### src/rtl/vid_fx_pkg.sv
// rtl/vid_fx_pkg.sv - shared pixel word, channel slices and default counter widths for the video FX chain
package vid_fx_pkg;

    localparam int PIX_W  = 24;
    localparam int R_LSB  = 0;
    localparam int G_LSB  = 8;
    localparam int B_LSB  = 16;
    localparam int DEF_HW = 12;
    localparam int DEF_VW = 11;

    typedef logic [PIX_W-1:0] pixel_t;

endpackage

### src/rtl/sync_edge_det.sv
// rtl/sync_edge_det.sv - two-stage sync register with rising-edge pulse between the stages
module sync_edge_det (
    input  logic clk,
    input  logic rst_n,
    input  logic d,
    output logic q,
    output logic rise
);

    logic s1;

    always_ff @(posedge clk or negedge rst_n) begin
        if (!rst_n) begin
            s1 <= 1'b0;
            q  <= 1'b0;
        end else begin
            s1 <= d;
            q  <= s1;
        end
    end

    assign rise = s1 & ~q;

endmodule

### src/rtl/vid_timing_tracker.sv
// rtl/vid_timing_tracker.sv - aligns pixel/sync data and tracks position, line length, frame height and lock
module vid_timing_tracker
    import vid_fx_pkg::*;
#(
    parameter int HW          = DEF_HW,
    parameter int VW          = DEF_VW,
    parameter int LOCK_FRAMES = 2
) (
    input  logic          pixclk,
    input  logic          rst_n,
    input  logic [23:0]   vid_pData_in,
    input  logic          hs,
    input  logic          vs,
    output logic [23:0]   vid_pData_out,
    output logic          hs_out,
    output logic          vs_out,
    output logic [HW-1:0] h_count,
    output logic [VW-1:0] v_count,
    output logic          line_odd,
    output logic [HW-1:0] line_len,
    output logic [VW-1:0] frame_lines,
    output logic          locked
);

    localparam logic [3:0] LOCK_N = 4'(LOCK_FRAMES);

    pixel_t          pix_s1;
    pixel_t          pix_s2;
    logic            hs_rise;
    logic            vs_rise;
    logic            h_sat;
    logic            v_sat;
    logic [HW:0]     len_wide;
    logic [HW-1:0]   len_next;
    logic [HW-1:0]   prev_len;
    logic [VW-1:0]   prev_lines;
    logic            prev_valid;
    logic [3:0]      stable_cnt;
    logic            match;

    sync_edge_det u_hs_det (
        .clk  (pixclk),
        .rst_n(rst_n),
        .d    (hs),
        .q    (hs_out),
        .rise (hs_rise)
    );

    sync_edge_det u_vs_det (
        .clk  (pixclk),
        .rst_n(rst_n),
        .d    (vs),
        .q    (vs_out),
        .rise (vs_rise)
    );

    assign h_sat    = (h_count == {HW{1'b1}});
    assign v_sat    = (v_count == {VW{1'b1}});
    assign len_wide = (HW+1)'(h_count) + (HW+1)'(1);
    assign len_next = len_wide[HW] ? {HW{1'b1}} : len_wide[HW-1:0];
    assign match    = prev_valid && (v_count == prev_lines) && (line_len == prev_len);

    assign vid_pData_out = pix_s2;
    assign line_odd      = v_count[0];

    always_ff @(posedge pixclk or negedge rst_n) begin
        if (!rst_n) begin
            pix_s1      <= '0;
            pix_s2      <= '0;
            h_count     <= '0;
            v_count     <= '0;
            line_len    <= '0;
            frame_lines <= '0;
            prev_len    <= '0;
            prev_lines  <= '0;
            prev_valid  <= 1'b0;
            stable_cnt  <= '0;
            locked      <= 1'b0;
        end else begin
            pix_s1 <= vid_pData_in;
            pix_s2 <= pix_s1;

            if (hs_rise) begin
                h_count  <= '0;
                line_len <= len_next;
            end else if (!h_sat) begin
                h_count <= h_count + 1'b1;
            end

            if (vs_rise) begin
                v_count     <= '0;
                frame_lines <= v_count;
            end else if (hs_rise && !v_sat) begin
                v_count <= v_count + 1'b1;
            end

            if (vs_rise) begin
                prev_lines <= v_count;
                prev_len   <= line_len;
                prev_valid <= 1'b1;
            end

            // A saturated counter means the timing has been lost, regardless of frame edges
            if (h_sat || v_sat) begin
                stable_cnt <= '0;
                locked     <= 1'b0;
            end else if (vs_rise) begin
                if (match) begin
                    if (stable_cnt < LOCK_N) begin
                        stable_cnt <= stable_cnt + 4'd1;
                        if (stable_cnt + 4'd1 == LOCK_N) begin
                            locked <= 1'b1;
                        end
                    end
                end else begin
                    stable_cnt <= '0;
                    locked     <= 1'b0;
                end
            end
        end
    end

endmodule

### config.mk
export PLATFORM = sky130hd
export DESIGN_NAME = vid_timing_tracker
export DESIGN_NICKNAME = d
export VERILOG_FILES = /design/src/rtl/vid_fx_pkg.sv /design/src/rtl/sync_edge_det.sv /design/src/rtl/vid_timing_tracker.sv
export SDC_FILE = /design/constraint.sdc
export NUM_CORES = 1
export LEC_CHECK = 0
export CAP_MARGIN = 20
export CORE_MARGIN = 4
export CORE_UTILIZATION = 53
export CTS_CLUSTER_SIZE = 30
export DETAILED_ROUTE_END_ITERATION = 16
export GPL_TIMING_DRIVEN = 0
export PLACE_DENSITY = 0.85
export SLEW_MARGIN = 25
export SYNTH_ARGS = -nofsm -noshare
export SYNTH_HDL_FRONTEND = slang
export SYNTH_HIERARCHICAL = 1
export SYNTH_SLANG_ARGS = --single-unit
### constraint.sdc
create_clock -name pixclk -period 4.55 [get_ports pixclk]
set_clock_uncertainty 0.2 [all_clocks]
set_input_delay 0.6825 -clock pixclk [delete_from_list [all_inputs] [get_ports pixclk]]
set_output_delay 0.6825 -clock pixclk [all_outputs]
set_load 0.05 [all_outputs]
==> results by group <==
Timing
  – Hold_ws: between 0.1 and 0.15 ns
  – Tmin final: between 2 and 3 ns
  – Relative slew slack: ~58%
  – Final Setup Violations: 0
  – Fin. max-slew vios: 0
  – Unrepaired setup endpoints after global routing: false
  – Worst Tran Pin Value: approximately 0.64 ns
  – Hold Vio Cnt, Final: 0
  – Fmax: about 350 MHz
  – Final period util: about 62%

Worst hold path
  – Hold path depth: 0
  – Hold/Removal Path Class: flop to flop

Floorplanning
  – Row count: 32
  – DIE WIDTH: 98.9 um
  – Die H: just under 100 um
  – Core Area: between 7000 and 8000 sq um
  – Die ar.: between 9000 and 10000 sq um
  – Initial Utilization: 55.6%
  – I/O pins: about 100

Critical path
  – Slowest cell on crit path: clkdlybuf4s50_1
  – Worst setup SP type: flop
  – Delay-heaviest family, CP: buffers and inverters
  – Crit path cell chain: buf_4, clkdlybuf4s50_1
  – Crit. End Element: output port
  – FF-to-FF path depth: 6
  – Largest stage delay, worst path: slightly below 0.8 ns
  – Buf/Inv on CP: 2
  – Crit Path Category: flop to output port
  – Critical Path RT: approximately 3.7 ns
  – Levels on crit path: 2
  – Critical Path AT: roughly 2.0 ns
  – Worst Path Max Fanout: 7

Global route
  – Global Route Usage Sum: between 20% and 30%
  – Largest net degree at the start of global routing: 75
  – Antenna violations before repair: 0
  – Total global routing overflow: 0
  – Vias in the first global route: a little over 3000
  – First-pass GRT wire length: ~16000 um

Synthesis
  – Netlist cell types: 43
  – FF+latch count, synth: 116
  – Dominant synthesized flop cell: dfrtp_1
  – Ys Warns: 6
  – Number of synthesized flops with an enable pin: 0
  – Cells after synthesis: 329
  – Mapped Area: between 4000 and 5000 sq um
  – Syn Nets: roughly 360
  – Sequential element share of the synthesized area: around 66%
  – Asr flop ratio synth: 100%
  – Post-Synthesis Mean Instance Area: between 10 and 15 sq um

Clocking
  – Post-CTS setup buffer count: 0
  – Worst-Skew Late Latency: 0.50 ns
  – CTS Buffer Depth: 2
  – CTS sink count: 116
  – CTS tree: done
  – CTS Buf Count: 17
  – CTS root buffer: clkbuf_8
  – Clock transition at the registers of the reported paths: around 0.06 ns
  – Cts repair resizes: 0
  – H-tree Lvls: 4
  – Post-CTS Hold Fix Bufs: 1

Detailed routing
  – Final wirelength: around 9700 um
  – Post-route DRC: 0
  – Via count: roughly 3000
  – Mean routed wirelength per cell: ~17 um
  – Routed length on met1: approximately 3700 um
  – Met3 WL: roughly 960 um
  – Final antenna-violating net count: 0
  – Initial DRC Count: roughly 140
  – DR top layer: met4
  – Met2 WL: about 4800 um
  – Drt pass-1 iters: 4
  – Vias per Instance: 5.25

Run status
  – Outcome: finished clean

Final layout
  – Final Net Count: ~480
  – Antenna diode count: 0
  – Share of cells above drive strength 1: about 16%
  – Final Core Density: around four fifths
  – Synthesis-to-finish area growth: 40.7%

Power and ir drop
  – PwrDens: around 500 nW/um^2
  – Pleak: 2.63 nW
  – Max IR drop VDD: between 0.3 and 0.4 mV

Placement
  – PortBufs: between 100 and 150
  – Routability cong.: between 0.8 and 0.9
  – HPWL Detailed: between 6000 and 7000 um

Flow run
  – Max cap viols: 0
[state kept, by name (all words and copies together), names as in the netlist]
signal,flops
u_hs_det/s1,1
prev_lines,11
vid_pData_out,24
u_vs_det/s1,1
prev_valid,1
locked,1
u_vs_det/q,1
line_len,12
v_count,11
prev_len,12
u_hs_det/q,1
h_count,12
stable_cnt,4
pix_s1,24
[cells in the final DEF, fill, tap and decap left out, drive strengths merged]
cell           Yosys  routed
dfrtp            116     116
clkdlybuf4s50      0     100
nor2              48      48
xnor2             32      32
clkbuf             6      24
mux2              23      23
a21oi             12      12
nand4             12      12
inv                8      11
buf                7       9
nand2              8       8
nor3               8       8
mux2i              7       7
clkinvlp           0       5
nand3              5       5
xor2               4       4
ha                 4       4
nor2b              4       4
o21ai              3       3
a31oi              3       3
bufinv             0       3
clkinv             0       3
nor4               3       3
nand2b             2       2
nor3b              2       2
or3                2       2
and3               1       1
and4               1       1
a31o               1       1
and2               1       1
a41o               1       1
a21boi             1       1
o211ai             1       1
a41oi              1       1
or2                1       1
o31ai              1       1
dlygate4sd3        0       1
[routing by layer]
| layer | vias to the layer above | track usage [%] |
|---|---|---|
| met5 | - | 0 |
| met4 | 0 | 9.03 |
| met3 | 19 | 9.70 |
| met2 | 126 | 34.1 |
| met1 | 1469 | 23.1 |
| li1 | 1358 | - |
[path summary, 6_finish.rpt]
kind	start	endpoint	slack [ns]
worst max register to register	v_count[0]	v_count[1]	2.42
worst min-delay path	pix_s1[6]	vid_pData_out[6]	0.15
worst max-delay path	v_count[0]	v_count[0]	1.71
max in group asynchronous	rst_n	pix_s1[0]	3.01
worst min register to register	pix_s1[6]	vid_pData_out[6]	0.15
min in group asynchronous	rst_n	prev_lines[7]	0.47
[synthesized netlist by cell type, types with 3 or more instances]
cell	n	area (sq um)
dfrtp_1	116	2900
nor2_1	48	180
xnor2_1	32	280
mux2_2	23	259
a21oi_1	12	60.1
nand4_1	11	68.8
inv_1	8	30.0
nand2_1	8	30.0
mux2i_1	7	70.1
nor3_1	7	35.0
clkbuf_1	6	22.5
ha_1	4	50.1
nand3_1	4	20.0
xor2_1	4	35.0
a31oi_1	3	18.8
o21ai_0	3	15.0
[power by group]
| part | total [mW] | switching [mW] | internal (mW) |
|---|---|---|---|
| combinational | 0.566 | 0.350 | 0.216 |
| clock | 1.32 | 0.469 | 0.853 |
| sequential | 1.20 | 0.0837 | 1.12 |
[kinds of logic (layout without fill, tap and decap cells)]
group / after synthesis / count (layout) / share of synthesized area, %
simple gates: 98 / 98 / 11.9
mux: 30 / 30 / 7.51
xor+xnor: 36 / 36 / 7.19
flops: 116 / 116 / 66.2
fa+ha+maj: 4 / 4 / 1.14
buf+inv: 21 / 156 / 2.37
compound gates: 24 / 24 / 3.68
[cell type report]
| class | instances | area (sq um) |
|---|---|---|
| inverter | 8 | 30.0 |
| clock inverter | 14 | 176 |
| multi-input combinational | 192 | 1380 |
| sequential | 116 | 2900 |
| tap | 102 | 128 |
| timing repair buffer | 103 | 1050 |
| clock buffer | 18 | 428 |
| buffer | 13 | 73.8 |
| fill | 455 | 1720 |
[stage by stage]
step                      setup TNS (ns)  cells  cell area [sq um]  setup slack [ns]  power [mW]
after floorplan                        0    329               4380              2.41        1.56
after global placement           -182.74    532               5520             -1.58        1.76
after detailed placement               0    533               5550              2.25        1.78
after CTS                              0    566               6160              1.69        3.11
after global routing                   0    566               6160              1.65        3.21
final                                  0    566               6160              1.71        3.09
[worst reg2reg max path: stages (launching register included)]
cell	delay, ns
dfrtp_1	0.51
ha_1	0.30
nand4_1	0.19
o31ai_4	0.30
buf_6	0.20
mux2i_1	0.26
nor2_1	0.06
Power figures use the tool's default switching activity.
